## config.mk

```make
export PLATFORM = sky130hd
export DESIGN_NAME = floppy_timer_sched
export DESIGN_NICKNAME = d
export VERILOG_FILES = /design/src/rtl/floppy_timer_sched.sv
export SDC_FILE = /design/constraint.sdc
export NUM_CORES = 1
export LEC_CHECK = 0
export BUFFER_PORTS_ARGS = -buffer_cell sky130_fd_sc_hd__buf_2
export CAP_MARGIN = 20
export CORE_MARGIN = 2
export CORE_UTILIZATION = 36
export DETAILED_ROUTE_END_ITERATION = 7
export HOLD_SLACK_MARGIN = 0.05
export SLEW_MARGIN = 20
export SYNTH_ARGS = -nofsm -noshare
export SYNTH_HDL_FRONTEND = slang
export SYNTH_SLANG_ARGS = --single-unit
```

## constraint.sdc

```tcl
create_clock -name clk -period 2.6 [get_ports clk]
set_clock_uncertainty 0.15 [all_clocks]
set_input_delay 0.39 -clock clk [delete_from_list [all_inputs] [get_ports clk]]
set_output_delay 0.39 -clock clk [all_outputs]
set_load 0.01 [all_outputs]
```

## src/rtl/floppy_timer_sched.sv

```systemverilog
// Shared tick scheduler: one prescaler produces a TICKHZ tick that drives four 8-bit
// countdown channels with sticky expiry flags, an interrupt mask and a level irq.
module floppy_timer_sched #(
    parameter int unsigned MCLKFREQ = 24000000,
    parameter int unsigned TICKHZ   = 100,
    parameter int unsigned PSW      = 18
) (
    input  logic       clk,
    input  logic       reset,
    input  logic [2:0] addr,
    input  logic [7:0] di,
    input  logic       wren,
    input  logic       rden,
    output logic [7:0] dout,
    output logic       irq,
    output logic       tick
);

    localparam int unsigned RELOAD = MCLKFREQ / TICKHZ - 1;
    localparam logic [PSW-1:0] RELOAD_V = PSW'(RELOAD);

    logic [PSW-1:0]  psc_q, psc_d;
    logic            run_q, run_d;
    logic [3:0][7:0] ch_q, ch_d;
    logic [3:0]      flags_q, flags_d;
    logic [3:0]      mask_q, mask_d;
    logic [3:0]      flag_set;
    logic [3:0]      flag_clr;
    logic            resync;
    logic            irq_d;
    logic [7:0]      rdata;

    always_comb begin
        resync = wren && (addr == 3'd6) && di[1];
        // A resync in the same cycle swallows the tick the old phase would have produced.
        tick   = run_q && (psc_q == '0) && !resync;

        psc_d = psc_q;
        if (resync) begin
            psc_d = RELOAD_V;
        end else if (run_q) begin
            psc_d = (psc_q == '0) ? RELOAD_V : psc_q - PSW'(1);
        end

        flag_set = '0;
        for (int n = 0; n < 4; n++) begin
            ch_d[n] = ch_q[n];
            if (wren && (addr == 3'(n))) begin
                ch_d[n] = di;
            end else if (tick && (ch_q[n] != 8'd0)) begin
                ch_d[n] = ch_q[n] - 8'd1;
                flag_set[n] = (ch_q[n] == 8'd1);
            end
        end

        flag_clr = (wren && (addr == 3'd4)) ? di[3:0] : 4'd0;
        flags_d  = (flags_q & ~flag_clr) | flag_set;
        mask_d   = (wren && (addr == 3'd5)) ? di[3:0] : mask_q;
        run_d    = (wren && (addr == 3'd6)) ? di[0] : run_q;
        irq_d    = |(flags_q & mask_q);

        case (addr)
            3'd0, 3'd1, 3'd2, 3'd3: rdata = ch_q[addr[1:0]];
            3'd4:                   rdata = {4'd0, flags_q};
            3'd5:                   rdata = {4'd0, mask_q};
            3'd6:                   rdata = {7'd0, run_q};
            default:                rdata = 8'd0;
        endcase
    end

    always_ff @(posedge clk or posedge reset) begin
        if (reset) begin
            psc_q   <= RELOAD_V;
            run_q   <= 1'b1;
            ch_q    <= '0;
            flags_q <= '0;
            mask_q  <= '0;
            irq     <= 1'b0;
            dout    <= 8'd0;
        end else begin
            psc_q   <= psc_d;
            run_q   <= run_d;
            ch_q    <= ch_d;
            flags_q <= flags_d;
            mask_q  <= mask_d;
            irq     <= irq_d;
            if (rden) begin
                dout <= rdata;
            end
        end
    end

endmodule

```

Word level (Yosys, flattened, before mapping)
Index checks and enable logic that the tools add are counted.
- bits in registers: 68
- input bits: 15
- bits in read-only memories: 0
- bits in latches: 0
- logic and storage cells: 81
- memory bits (writable): 0
- memories kept: 0
- output and inout bits: 10
- divide/modulo/power cells: 0
- shift-type cells: 0
- muxes and demuxes: 23
- equality and inequality tests: 10
- multipliers: 0
- bitwise gates (word level): 4
- add/subtract/negate cells: 5
- magnitude comparators: 1
- reduce and logical (&&, ||, !) cells: 28
- operators with widths (operator ; count):
    8-bit 2-to-1 mux ; 9
    18-bit 2-to-1 mux ; 3
    8-bit by 1-bit equality test with 1-bit output, second input constant ; 4
    8-bit case mux with 4 select lines ; 1
    8-bit nonzero test ; 4
    8-bit by 1-bit subtractor with 8-bit output, second input constant ; 4
    18-bit zero test ; 1
    18-bit by 1-bit subtractor with 18-bit output, second input constant ; 1
    8-bit binary-select mux with 2-bit select ; 1
    1-bit logical AND ; 14
    2-bit nonzero test ; 5
    3-bit equality test, second input constant ; 3
    4-bit bitwise AND ; 2
    1-bit 2-to-1 mux ; 8
    4-bit OR reduction ; 2
    3-bit by 2-bit equality test with 1-bit output, second input constant ; 2
    4-bit 2-to-1 mux ; 1
    4-bit inverter ; 1
    4-bit bitwise OR ; 1
    3-bit by 1-bit equality test with 1-bit output, second input constant ; 1
    3-bit zero test ; 1
    2-bit by 3-bit < comparator with 1-bit output, second input constant ; 1
    1-bit zero test ; 1

Logic depth before layout (Yosys ltp)
Gate-level depths: netlist of run 1.
- depth after elaboration: 9
- mapped depth: 9
- depth with buffers taken out: 8

Worst setup path after synthesis of run 1
OpenSTA, ideal clock, no wires.
- path type: reg2reg
- from: register psc_q[4]
- to: register ch_q[6] in the netlist's numbering
- data arrival time: 2445 ps
- path buffers: 1
- period minus slack after synthesis: 2719 ps
- cell stages (with the launch flop): 7
- library setup time: 124 ps
- slack: -119 ps
- required time: 2326 ps
- cells stage by stage: dfstp_2 -> or4_4 -> or4_4 -> buf_6 -> nor4b_4 -> a31oi_1 -> o31a_1
- cells in the longest elaborated chain, start to end: 5
- ends and longest elaborated chain (what ; line ; RTL):
    start, declared ; 22 ; logic [PSW-1:0] psc_q, psc_d;
    start signal, assigned ; 81 ; psc_q <= psc_d;
    18-bit zero test ; 36 ; tick = run_q && (psc_q == '0) && !resync;
    1-bit logical AND (2 in a row) ; 36 ;
    1-bit logical AND ; 50 ; end else if (tick && (ch_q[n] != 8'd0)) begin
    2-bit nonzero test (no line) ; -- ;
    end signal, assigned ; 83 ; ch_q <= ch_d;
    end, declared ; 24 ; logic [3:0][7:0] ch_q, ch_d;
No other way between the ends.
A chain may end at the register's enable or synchronous reset.

Final worst setup path of run 1
- from: register psc_q[7]
- to: register ch_q[6] in the netlist's numbering
The elaborated chain is that of the path after synthesis.

==> results.txt, run 1 <==
----------------------------------------------------
[Run status]
  Outcome ... finished with violations
  Failing checks ... negative setup slack

[Clock tree]
  Number of buffers added by the clock tree synthesis step ... 9
  Count of H-tree levels built during CTS ... 3
  Clock Sinks ... 68
  Largest buffer count on any clock path ... 2
  Worst-path clk slew ... 60 ps
  Insertion delay to the later sink of the worst-skew pair ... 330 ps
  CTS root buf ... sky130_fd_sc_hd__clkbuf_16
  TritonCTS clock tree ... built

[Logic synthesis]
  Synthesized-area fraction occupied by ao, oa, aoi and oai cells ... 0.132
  Synthesized-area fraction occupied by xor and xnor cells ... 0.0359
  Multiplexer fraction of the synthesized cell area ... 0.0902
  Post-synth ARST share ... 1.00
  Dominant synthesized flop cell ... sky130_fd_sc_hd__dfrtp_1
  Syn Area/Cell ... 9.37 um^2
  Post-synthesis share of cell area spent on full adders, half adders and majority gates ... 0.0392
  Number of synthesized flops with an enable pin ... 0
  Distinct cells, synth ... 56
  Total nets after synthesis ... 471
  Dominant combinational cell family by area after synthesis ... simple AND/OR/NAND/NOR gates
  Count of state elements after synthesis ... 68
  Sequential cell area fraction in the yosys report ... 0.414
  Syn Inst Count ... 443
  Mapped Area ... 4150 um^2
  Number of synthesis warnings ... 0
  Post-synthesis share of cell area spent on and, or, nand and nor gates ... 0.240

[Layout]
  Layout overhead on the synthesized area ... 23.9%
  Share of layout cells above drive strength 1 ... 0.264
  Fill cell total of the finished layout ... 1093
  Final net count ... 530
  Non-filler instance count after layout ... 650
  Diode insertion count for antenna repair ... 0

[Die]
  I/O Pins ... 25
  Initial core utilization ... 0.366
  Core outline area ... 11300 um^2
  Vertical die dimension ... 111 um
  Total Die Area ... 12400 um^2
  Number of placement rows ... 39
  Chip Width ... 111 um

[Place]
  Total of buffers placed on input and output ports ... 24
  RD Place Congestion ... 0.902
  Sum of net half-perimeters after detailed placement ... 8.55 mm
  Inst Count DP ... 627

[Critical path]
  Arrival time reported for the critical path endpoint ... 2710 ps
  Critical Path End Type ... flop
  Required time of the critical path ... 2670 ps
  Critical path class ... flop to flop
  Cells traversed along the worst timing path ... or4_4 -> buf_6 -> or4_4 -> nor4b_4 -> buf_6 -> a31oi_4 -> o31a_1
  Maximum single-stage delay on the critical path ... 570 ps
  Startpoint type of the worst setup path ... flop
  Family of cells with the greatest summed delay on the critical path ... simple AND/OR/NAND/NOR gates
  Slowest cell on the critical path ... sky130_fd_sc_hd__or4_4
  CP bufs+invs ... 2
  Largest driver fanout on the critical path ... 8

[Timing]
  Worst slew margin relative to its limit ... 0.381
  Final worst path period need ... 2650 ps
  Final-report hold violation count ... 0
  Number of max-slew violations in the final report ... 0
  Achievable clock frequency ... 378 MHz
  Final period util ... 1.02
  Worst slew pin tran ... 925 ps
  Post-route setup TNS ... -71.9 ps
  Final WS setup ... -48.1 ps
  Setup repair after global routing missed its margin ... yes
  Final setup vio count ... 3

[Global route]
  Number of antenna violations at the first check in global routing ... 0
  Total gr overflow ... 0
  Largest net degree at the start of global routing ... 32
  Wire length of the first global-routing pass ... 19.2 mm
  Via count of the first global-routing pass ... 3685
  Tot GR Track Use ... 0.195

[Drt]
  Via count ... 3712
  DRC violation total after the first TritonRoute iteration ... 200
  Routed Wire Length ... 11.8 mm
  Total iterations of the first detailed-routing run ... 5
  Number of design rule violations left after detail routing ... 0
  Detail-routed via count per cell ... 5.71
  Final antenna-violating net count ... 0
  WL per Instance ... 18.2 um

[Power]
  IR drop worst, VDD ... 0.514 mV
  Reported leakage power ... 2.14 nW
  PD cells ... 736 nW/um^2

[Flow run]
  Max Cap Viol ... 0

[Min path]
  Worst hold path type ... input port to flop

----------------------------------------------------
## power by group
group / switching [mW] / internal, mW / total [mW]
Combinational: 0.498 / 0.438 / 0.936
Clock: 0.448 / 0.794 / 1.24
Sequential: 0.265 / 1.34 / 1.60
## placed cells by master (no fill, tap or decap), drive strengths merged, types with 3 or more instances in the layout
| cell type | count |
|---|---|
| dfrtp | 54 |
| buf | 68 |
| mux2i | 10 |
| and3 | 3 |
| a31oi | 13 |
| o21ai | 17 |
| nor2 | 44 |
| o41ai | 4 |
| o31ai | 5 |
| clkbuf | 14 |
| nor2b | 4 |
| ha | 13 |
| nand3 | 19 |
| o31a | 3 |
| nand2 | 42 |
| o311ai | 3 |
| nand4 | 12 |
| nor3 | 13 |
| o22ai | 5 |
| a21oi | 8 |
| or2 | 3 |
| a22o | 3 |
| and2 | 3 |
| nor4 | 12 |
| xnor2 | 8 |
| or4 | 11 |
| and4 | 3 |
| nand2b | 5 |
| or3 | 6 |
| mux2 | 8 |
| inv | 29 |
| mux4 | 8 |
| o211ai | 7 |
| xor2 | 9 |
| dfstp | 14 |
## layer usage
metal | up-vias | share of wire | track usage
li1 | 1753 | - | -
met1 | 1791 | 0.43 | 0.255
met3 | 32 | 0.061 | 0.0397
met5 | - | 0 | 0
met2 | 136 | 0.48 | 0.322
met4 | 0 | 0.028 | 0.0757
## final timing paths
path                           from   endpoint  slack [ps]  cells after the start
max                        psc_q[7]    ch_q[6]         -50                      7
min                           di[6]   ch_q[14]         210                      3
max reg2reg                psc_q[7]    ch_q[6]         -50                      7
min reg2reg                 dout[1]    dout[1]         370                      2
max in group asynchronous     reset    dout[2]        1200                      4
min in group asynchronous     reset  psc_q[12]         460                      3
## worst register-to-register path, delay by kind of cell, from the launching register on
family,cells,cell delay [ps]
buffers and inverters,2,320
flip-flops,1,370
AO/OA/AOI/OAI,2,380
AND/OR/NAND/NOR,3,1320
## through the flow
step / cell area, um^2 / utilization / worst slack, ps / total power, mW / hold slack (ps)
finish: 5140 / 0.454 / -48.1 / 3.78 / 213
global route: 5140 / 0.454 / -117 / 3.99 / 229
CTS: 5060 / 0.447 / -39.0 / 3.78 / 216
detailed placement: 4670 / 0.413 / -79.2 / 2.50 / 286
global placement: 4670 / 0.413 / 36.7 / 2.47 / 284
floorplan: 4150 / - / -16.7 / 2.15 / 317
## what timing repair did
action	in CTS	in global routing
hold buffers	1	0
setup endpoints to repair	9	18
pin swaps	2	6
gates resized for setup	9	14
setup buffers	5	1
endpoints found under the hold margin	5	0
## state kept, by name, indices dropped and copies added (netlist names)
register and count:
ch_q 32, psc_q 18, dout 8, flags_q 4, mask_q 4, irq 1
run_q 1
## cell usage after synthesis (2+ instances only)
| cell type | n | area, um^2 |
|---|---|---|
| sky130_fd_sc_hd__and3_1 | 3 | 18.8 |
| sky130_fd_sc_hd__nand2b_1 | 5 | 31.3 |
| sky130_fd_sc_hd__o31a_1 | 3 | 26.3 |
| sky130_fd_sc_hd__dfrtp_1 | 54 | 1350 |
| sky130_fd_sc_hd__nand2_1 | 42 | 158 |
| sky130_fd_sc_hd__mux2i_1 | 10 | 100 |
| sky130_fd_sc_hd__o211ai_1 | 7 | 52.6 |
| sky130_fd_sc_hd__a32oi_1 | 2 | 17.5 |
| sky130_fd_sc_hd__o311ai_0 | 3 | 26.3 |
| sky130_fd_sc_hd__and4_1 | 3 | 26.3 |
| sky130_fd_sc_hd__inv_1 | 29 | 109 |
| sky130_fd_sc_hd__nor2_1 | 44 | 165 |
| sky130_fd_sc_hd__a31oi_1 | 13 | 81.3 |
| sky130_fd_sc_hd__nor3_1 | 13 | 65.1 |
| sky130_fd_sc_hd__or3_1 | 6 | 37.5 |
| sky130_fd_sc_hd__and2_1 | 3 | 18.8 |
| sky130_fd_sc_hd__a22o_1 | 3 | 26.3 |
| sky130_fd_sc_hd__a21oi_1 | 8 | 40.0 |
| sky130_fd_sc_hd__nand3_1 | 19 | 95.1 |
| sky130_fd_sc_hd__nand4b_1 | 2 | 17.5 |
| sky130_fd_sc_hd__buf_2 | 2 | 10.0 |
| sky130_fd_sc_hd__mux4_2 | 8 | 180 |
| sky130_fd_sc_hd__nor4_1 | 10 | 62.6 |
| sky130_fd_sc_hd__o31ai_1 | 5 | 37.5 |
| sky130_fd_sc_hd__nand3b_1 | 2 | 15.0 |
| sky130_fd_sc_hd__or4_1 | 9 | 67.6 |
| sky130_fd_sc_hd__xor2_1 | 9 | 78.8 |
| sky130_fd_sc_hd__xnor2_1 | 8 | 70.1 |
| sky130_fd_sc_hd__nor4_2 | 2 | 25.0 |
| sky130_fd_sc_hd__mux2_2 | 7 | 78.8 |
| sky130_fd_sc_hd__or2_2 | 3 | 18.8 |
| sky130_fd_sc_hd__or4_4 | 2 | 22.5 |
| sky130_fd_sc_hd__o22ai_1 | 5 | 31.3 |
| sky130_fd_sc_hd__o41ai_1 | 4 | 35.0 |
| sky130_fd_sc_hd__nor2b_1 | 4 | 25.0 |
| sky130_fd_sc_hd__nand4_1 | 12 | 75.1 |
| sky130_fd_sc_hd__ha_1 | 13 | 163 |
| sky130_fd_sc_hd__a22oi_1 | 2 | 15.0 |
| sky130_fd_sc_hd__clkbuf_1 | 17 | 63.8 |
| sky130_fd_sc_hd__o21ai_0 | 17 | 85.1 |
| sky130_fd_sc_hd__dfstp_2 | 14 | 368 |
| sky130_fd_sc_hd__a21o_1 | 2 | 15.0 |
## final cells by class
type | count | area, um^2 | area share
inverter | 29 | 109 | 0.0212
clock inverter | 2 | 35.0 | 0.00682
multi-input combinational | 325 | 2330 | 0.454
timing repair buffer | 69 | 500 | 0.0974
tap | 143 | 179 | 0.0348
clock buffer | 14 | 264 | 0.0514
sequential | 68 | 1720 | 0.335
## cell families after synthesis
kind of cell,after synthesis
mux,26
flops,68
buf+inv,50
xor+xnor,17
simple gates,188
compound gates,81
fa+ha+maj,13
(Power assumes the default switching activity.)
==> run 2, diff against run 1 <==
- CORE_ASPECT_RATIO: default -> 0.8
- CORE_UTILIZATION: 36 -> 25
==> results.txt, run 2 (synthesis gave the netlist of run 1 again) <==
----------------------------------------------------
[Global route]
  Tot GR Track Use ... 0.148 (was 0.195)
  Met1 usage ... 0.212 (was 0.255)
  Largest net degree at the start of global routing ... 69 (was 32)
  Met2 track demand over resource in global routing ... 0.211 (was 0.322)
  GR Util met3 ... 0.0494 (was 0.0397)
  Total gr overflow ... 0 (unchanged)
  Via count of the first global-routing pass ... 3753 (was 3685)
  Wire length of the first global-routing pass ... 20.2 mm (was 19.2 mm)
  Layer with the highest usage after global routing ... met1 (was met2)
  Number of antenna violations at the first check in global routing ... 0 (unchanged)

[Drt]
  Routed Wire Length ... 12.4 mm (was 11.8 mm)
  WL per Instance ... 17.0 um (was 18.2 um)
  Detail-routed via count per cell ... 5.11 (was 5.71)
  DRC violation total after the first TritonRoute iteration ... 258 (was 200)
  Via count ... 3748 (was 3712)
  Total iterations of the first detailed-routing run ... 5 (unchanged)
  Final antenna-violating net count ... 0 (unchanged)
  Number of design rule violations left after detail routing ... 0 (unchanged)

[Layout]
  Final net count ... 537 (was 530)
  Share of layout cells above drive strength 1 ... 0.276 (was 0.264)
  Diode insertion count for antenna repair ... 0 (unchanged)
  Largest registers ... ch_q x32, psc_q x18, dout x8 (unchanged)
  Layout overhead on the synthesized area ... 27.1% (was 23.9%)
  Leading cell types in the layout, fill and taps excluded ... 54 x sky130_fd_sc_hd__dfrtp_1, 47 x sky130_fd_sc_hd__buf_4, 44 x sky130_fd_sc_hd__nor2_1 (was 54 x sky130_fd_sc_hd__dfrtp_1, 44 x sky130_fd_sc_hd__nor2_1, 42 x sky130_fd_sc_hd__nand2_1)
  Largest register FFs ... 32 (unchanged)
  Register with the most flip-flops ... ch_q (unchanged)
  Most common cell after layout, fill and taps aside ... sky130_fd_sc_hd__dfrtp_1 (unchanged)
  Non-filler instance count after layout ... 734 (was 650)

[Clock tree]
  Clock Sinks ... 68 (unchanged)
  TritonCTS clock tree ... built (unchanged)
  Insertion delay to the later sink of the worst-skew pair ... 330 ps (about the same)
  Count of H-tree levels built during CTS ... 3 (unchanged)
  CTS root buf ... sky130_fd_sc_hd__clkbuf_16 (unchanged)
  Number of buffers added by the clock tree synthesis step ... 9 (unchanged)
  Worst-path clk slew ... 60 ps (about the same)
  Largest buffer count on any clock path ... 2 (unchanged)

[Critical path]
  Arrival time reported for the critical path endpoint ... 2710 ps (about the same)
  Destination of the critical timing path ... ch_q[6] (unchanged)
  Largest driver fanout on the critical path ... 7 (was 8)
  Worst reg2reg endpoint ... ch_q[6] (unchanged)
  Number of cells on the worst reg-to-reg path ... 6 (was 7)
  Launch point of the worst reg-to-reg path ... psc_q[15] (was psc_q[7])
  Required time of the critical path ... 2670 ps (about the same)
  Startpoint type of the worst setup path ... flop (unchanged)
  Critical path class ... flop to flop (unchanged)
  CP startpoint ... psc_q[15] (was psc_q[7])
  R2R Setup Slk ... -40 ps (was -50 ps)
  Critical Path End Type ... flop (unchanged)

[Timing]
  Setup repair after global routing missed its margin ... yes (unchanged)
  Final setup vio count ... 3 (unchanged)
  Final hold slack ... 220 ps (was 213 ps)
  Worst slew margin relative to its limit ... 0.367 (was 0.381)
  Final period util ... 1.02 (about the same)
  Final WS setup ... -39.8 ps (was -48.1 ps)
  Achievable clock frequency ... 379 MHz (was 378 MHz)
  Final worst path period need ... 2640 ps (was 2650 ps)
  Number of max-slew violations in the final report ... 0 (unchanged)
  Final-report hold violation count ... 0 (unchanged)
  Worst slew pin tran ... 947 ps (was 925 ps)

[Die]
  Number of placement rows ... 42 (was 39)
  Chip Width ... 148 um (was 111 um)
  Core outline area ... 16400 um^2 (was 11300 um^2)
  Vertical die dimension ... 119 um (was 111 um)
  I/O Pins ... 25 (unchanged)
  Initial core utilization ... 0.253 (was 0.366)
  Total Die Area ... 17600 um^2 (was 12400 um^2)

[Power]
  PD cells ... 721 nW/um^2 (was 736 nW/um^2)
  IR drop worst, VDD ... 0.258 mV (was 0.514 mV)
  Reported leakage power ... 2.16 nW (was 2.14 nW)

[Place]
  Sum of net half-perimeters after detailed placement ... 9.11 mm (was 8.55 mm)
  Pre-CTS WS ... -96.8 ps (was -79.2 ps)
  Total of buffers placed on input and output ports ... 24 (unchanged)
  Inst Count DP ... 710 (was 627)
  RD Place Congestion ... 0.899 (was 0.902)

[Run status]
  Outcome ... finished with violations (unchanged)
  Failing checks ... negative setup slack (unchanged)

[Flow run]
  Max Cap Viol ... 0 (unchanged)

[Min path]
  Worst hold path type ... input port to flop (unchanged)

----------------------------------------------------
run 2: cell count changes in the layout (fill, tap and decap cells not counted), moves of 2 or more:
cell                       previous run  this run
sky130_fd_sc_hd__o311ai_2             0         2
sky130_fd_sc_hd__buf_6                4         2
sky130_fd_sc_hd__o311ai_0             2         0
sky130_fd_sc_hd__buf_4               38        47
run 2: where the power goes:
| part | switching (mW) | total (mW) | leakage, nW | internal (mW) |
|---|---|---|---|---|
| sequential | 0.261 | 1.60 | 0.810 | 1.34 |
| combinational | 0.527 | 0.991 | 1.21 | 0.465 |
| clock | 0.442 | 1.21 | 0.141 | 0.768 |
| total | 1.23 | 3.80 | 2.16 | 2.57 |
run 2: layout make-up:
cell class | count | area [um^2]
fill | 1699 | 11100
multi-input combinational | 325 | 2340
sequential | 68 | 1720
timing repair buffer | 76 | 546
tap | 220 | 275
clock buffer | 14 | 254
inverter | 29 | 109
clock inverter | 2 | 35.0
run 2: routing by layer:
layer	wire, um	vias up
met3	1030	16
met4	196	0
li1	-	1765
met1	5780	1834
met5	0	-
met2	5440	133
run 2: timing repair:
item | 4_1_cts | 5_1_grt
endpoints found under the setup margin | 20 | 28
resized for setup | 6 | 18
endpoints found under the hold margin | 54 | 0
buffers inserted | 5 | 2
hold buffers | 1 | 0
pin swaps | 2 | 8
run 2: how the worst min path moves through the flow:
stage | startpoint | endpoint | cells past startpoint
floorplan | flags_q[1] | flags_q[1] | 2
global placement | reset | dout[1] | 3
detailed placement | reset | dout[2] | 3
CTS | di[4] | ch_q[28] | 3
global route | di[4] | ch_q[28] | 3
finish | di[4] | ch_q[28] | 3
run 2: through the flow:
| step | area (um^2) | TNS, ps | total power, mW | utilization |
|---|---|---|---|---|
| 2_1_floorplan | 4150 | -16.7 | 2.15 | - |
| 3_3_place_gp | 4810 | -268 | 2.52 | 0.293 |
| 3_5_place_dp | 4810 | -746 | 2.56 | 0.293 |
| 4_1_cts | 5170 | -166 | 3.79 | 0.315 |
| 5_1_grt | 5270 | -837 | 4.05 | 0.322 |
| 6_report | 5270 | -80.2 | 3.80 | 0.322 |
run 2: worst max-delay path, stage by stage, from the launching register on:
cell and delay [ps]:
sky130_fd_sc_hd__dfstp_2 370, sky130_fd_sc_hd__or4_4 540, sky130_fd_sc_hd__or4_4 650, sky130_fd_sc_hd__nor4b_4 280, sky130_fd_sc_hd__buf_6 170, sky130_fd_sc_hd__a31oi_1 80, sky130_fd_sc_hd__o31a_1 280
==> run 3, diff against run 2 <==
- ABC_AREA: default -> 1
- clock period: 2.6 -> 2.3 ns (I/O delays scaled with it)
==> results.txt, run 3 <==
----------------------------------------------------
[Layout]
  Final net count ... 734 (was 537)
  Share of layout cells above drive strength 1 ... 0.129 (was 0.276)
  Layout overhead on the synthesized area ... 17.6% (was 27.1%)
  Largest registers ... ch_q x32, psc_q x18, dout x8 (unchanged)
  Finished layout cell area ... 5340 um^2 (was 5270 um^2)
  Largest register FFs ... 32 (unchanged)
  Fill cell total of the finished layout ... 1931 (was 1699)
  Leading cell types in the layout, fill and taps excluded ... 228 x sky130_fd_sc_hd__nand2_1, 83 x sky130_fd_sc_hd__nand3_1, 73 x sky130_fd_sc_hd__inv_1 (was 54 x sky130_fd_sc_hd__dfrtp_1, 47 x sky130_fd_sc_hd__buf_4, 44 x sky130_fd_sc_hd__nor2_1)
  Most common cell after layout, fill and taps aside ... sky130_fd_sc_hd__nand2_1 (was sky130_fd_sc_hd__dfrtp_1)
  Register with the most flip-flops ... ch_q (unchanged)

[Run status]
  Outcome ... completed (was finished with violations)

[Drt]
  Via count ... 4363 (was 3748)
  Final antenna-violating net count ... 0 (unchanged)
  Total iterations of the first detailed-routing run ... 7 (was 5)
  Detail-routed via count per cell ... 4.63 (was 5.11)
  DRC violation total after the first TritonRoute iteration ... 353 (was 258)
  WL per Instance ... 13.0 um (was 17.0 um)
  Number of design rule violations left after detail routing ... 0 (unchanged)
  Routed Wire Length ... 12.3 mm (was 12.4 mm)

[Logic synthesis]
  Share of the synthesized area in the top cell type ... 0.298 (was 0.326)
  Total nets after synthesis ... 700 (was 471)
  Post-synth ARST share ... 1.00 (unchanged)
  Syn Area/Cell ... 6.75 um^2 (was 9.37 um^2)
  Number of synthesis warnings ... 0 (unchanged)
  Post-synthesis share of cell area spent on full adders, half adders and majority gates ... 0.0358 (was 0.0392)
  Synthesized-area fraction occupied by xor and xnor cells ... 0.00193 (was 0.0359)
  Synthesized-area fraction occupied by ao, oa, aoi and oai cells ... 0.0954 (was 0.132)
  Number of synthesized flops with an enable pin ... 0 (unchanged)
  Library cell occupying the most area in the post-synthesis netlist ... sky130_fd_sc_hd__dfrtp_1 (unchanged)
  Sequential cell area fraction in the yosys report ... 0.379 (was 0.414)
  Most instantiated cells after synthesis ... 228 x sky130_fd_sc_hd__nand2_1, 84 x sky130_fd_sc_hd__nand3_1, 76 x sky130_fd_sc_hd__inv_1 (was 54 x sky130_fd_sc_hd__dfrtp_1, 44 x sky130_fd_sc_hd__nor2_1, 42 x sky130_fd_sc_hd__nand2_1)
  Distinct cells, synth ... 32 (was 56)
  Cell with the most instances after synthesis ... sky130_fd_sc_hd__nand2_1 (was sky130_fd_sc_hd__dfrtp_1)
  Syn Inst Count ... 672 (was 443)
  Dominant synthesized flop cell ... sky130_fd_sc_hd__dfrtp_1 (unchanged)
  Mapped Area ... 4540 um^2 (was 4150 um^2)
  Count of state elements after synthesis ... 68 (unchanged)
  Multiplexer fraction of the synthesized cell area ... 0 (was 0.0902)
  Post-synthesis share of cell area spent on and, or, nand and nor gates ... 0.407 (was 0.240)
  Dominant combinational cell family by area after synthesis ... simple AND/OR/NAND/NOR gates (unchanged)
  Biggest area contributors in the synthesized netlist ... sky130_fd_sc_hd__dfrtp_1 30%, sky130_fd_sc_hd__nand2_1 19%, sky130_fd_sc_hd__nand3_1 9.3%, sky130_fd_sc_hd__dfstp_2 8.1%, sky130_fd_sc_hd__inv_1 6.3% (was sky130_fd_sc_hd__dfrtp_1 33%, sky130_fd_sc_hd__dfstp_2 8.9%, sky130_fd_sc_hd__mux4_2 4.3%, sky130_fd_sc_hd__nor2_1 4.0%, sky130_fd_sc_hd__ha_1 3.9%)

[Timing]
  Final-report hold violation count ... 0 (unchanged)
  Final setup vio count ... 0 (was 3)
  Final worst path period need ... 2220 ps
  Post-route setup TNS ... 0 ps (was -80.2 ps)
  Achievable clock frequency ... 451 MHz
  Final WS setup ... 81.6 ps (was -39.8 ps)
  Setup repair after global routing missed its margin ... no (was yes)
  Number of max-slew violations in the final report ... 0 (unchanged)
  Worst slew pin tran ... 433 ps (was 947 ps)
  Worst slew margin relative to its limit ... 0.710 (was 0.367)
  Final period util ... 0.965

[Die]
  Vertical die dimension ... 125 um (was 119 um)
  Chip Width ... 155 um (was 148 um)
  I/O Pins ... 25 (unchanged)
  Number of placement rows ... 44 (was 42)
  Total Die Area ... 19300 um^2 (was 17600 um^2)
  Core outline area ... 17900 um^2 (was 16400 um^2)
  Initial core utilization ... 0.253 (about the same)

[Global route]
  Number of antenna violations at the first check in global routing ... 2 (was 0)
  Wire length of the first global-routing pass ... 20.1 mm (was 20.2 mm)
  Via count of the first global-routing pass ... 3968 (was 3753)
  Total gr overflow ... 0 (unchanged)
  Tot GR Track Use ... 0.131 (was 0.148)
  Largest net degree at the start of global routing ... 69 (unchanged)

[Clock tree]
  Clock Sinks ... 68 (unchanged)
  Number of buffers added by the clock tree synthesis step ... 9 (unchanged)
  CTS root buf ... sky130_fd_sc_hd__clkbuf_16 (unchanged)
  TritonCTS clock tree ... built (unchanged)
  Count of H-tree levels built during CTS ... 3 (unchanged)
  Largest buffer count on any clock path ... 2 (unchanged)
  Worst-path clk slew ... 60 ps (about the same)
  Insertion delay to the later sink of the worst-skew pair ... 340 ps (was 330 ps)

[Critical path]
  Critical path class ... flop to output pin (was flop to flop)
  Required time of the critical path ... 1800 ps (was 2670 ps)
  Startpoint type of the worst setup path ... flop (unchanged)
  Critical Path End Type ... output pin (was flop)
  Arrival time reported for the critical path endpoint ... 1720 ps (was 2710 ps)
  Largest driver fanout on the critical path ... 4 (was 7)
  R2R Setup Slk ... 220 ps (was -40 ps)

[Flow run]
  Max Cap Viol ... 0 (unchanged)

[Place]
  Sum of net half-perimeters after detailed placement ... 8.93 mm (was 9.11 mm)
  RD Place Congestion ... 0.859 (was 0.899)
  Pre-CTS WS ... 181 ps (was -96.8 ps)
  Post-DP Area ... 4950 um^2 (was 4810 um^2)
  Total of buffers placed on input and output ports ... 24 (unchanged)

[Power]
  IR drop worst, VDD ... 0.379 mV (was 0.258 mV)
  Reported leakage power ... 2.68 nW (was 2.16 nW)
  PD cells ... 999 nW/um^2 (was 721 nW/um^2)

[Min path]
  Worst hold path type ... input port to flop (unchanged)

----------------------------------------------------
-- run 3: cell types whose count changed after synthesis, moves of 12 or more --
cell                       before  now
sky130_fd_sc_hd__nor3_1        13    1
sky130_fd_sc_hd__nand2_1       42  228
sky130_fd_sc_hd__o21ai_0       17   53
sky130_fd_sc_hd__nand3_1       19   84
sky130_fd_sc_hd__clkbuf_1      17    3
sky130_fd_sc_hd__nor2_1        44   71
sky130_fd_sc_hd__inv_1         29   76
-- run 3: metrics by stage --
stage               hold slack (ps)  power [mW]  std cells   util
global placement                307        3.74        921  0.276
floorplan                       303        3.25        672      -
finish                          116        5.33        942  0.297
detailed placement              311        3.74        921  0.276
CTS                             117        5.27        939  0.296
global route                    156        5.75        941  0.297
-- run 3: path summary, 6_finish.rpt --
check                               from  endpoint  depth (start not counted)
worst max register to register  psc_q[1]  ch_q[18]                         11
min in group asynchronous          reset   dout[1]                          4
worst min-delay path                rden   dout[0]                          3
max in group asynchronous          reset  psc_q[3]                          4
worst min register to register   dout[5]   dout[5]                          2
worst max-delay path            psc_q[1]      tick                          7
-- run 3: cell type report --
type	count	area, um^2	area share
inverter	81	304	0.0570
timing repair buffer	35	218	0.0408
clock inverter	5	75.1	0.0141
antenna	1	2.50	0.000469
tap	230	288	0.0539
multi-input combinational	511	2490	0.466
sequential	68	1720	0.322
clock buffer	11	243	0.0455
-- run 3: cells by family (layout without fill, tap and decap cells) --
group / Yosys count / in the layout
other cells: 0 / 1
flops: 68 / 68
fa+ha+maj: 13 / 13
buf+inv: 93 / 132
xor+xnor: 1 / 1
compound gates: 79 / 79
simple gates: 418 / 418
-- run 3: repair_timing --
action                                  CTS  global route
hold buffers                              1             0
buffers inserted                          1             2
pin swaps                                 1             4
hold endpoints to repair                 54             0
endpoints found under the setup margin    1             1
resized for setup                         3             5
-- run 3: worst max-delay path, cell delays in order, from the launching register on --
cell and delay, ps:
sky130_fd_sc_hd__dfstp_2 390, sky130_fd_sc_hd__inv_2 70, sky130_fd_sc_hd__ha_4 140, sky130_fd_sc_hd__nand2_1 70, sky130_fd_sc_hd__nor2_2 140, sky130_fd_sc_hd__nand3_2 110
sky130_fd_sc_hd__nor4_4 270, sky130_fd_sc_hd__buf_2 180
-- run 3: layer usage --
metal  global-route usage  vias to the layer above  share of wire
met3               0.0205                       20          0.041
met4               0.0545                        2          0.021
met2                0.195                       96           0.43
met1                0.187                     2004           0.51
li1                     -                     2241              -
met5                    0                        -        0.00090
-- run 3: power breakdown --
group	switching, mW	total [mW]	internal (mW)
Clock	0.540	1.51	0.973
Sequential	0.383	1.96	1.58
Combinational	1.17	1.85	0.682
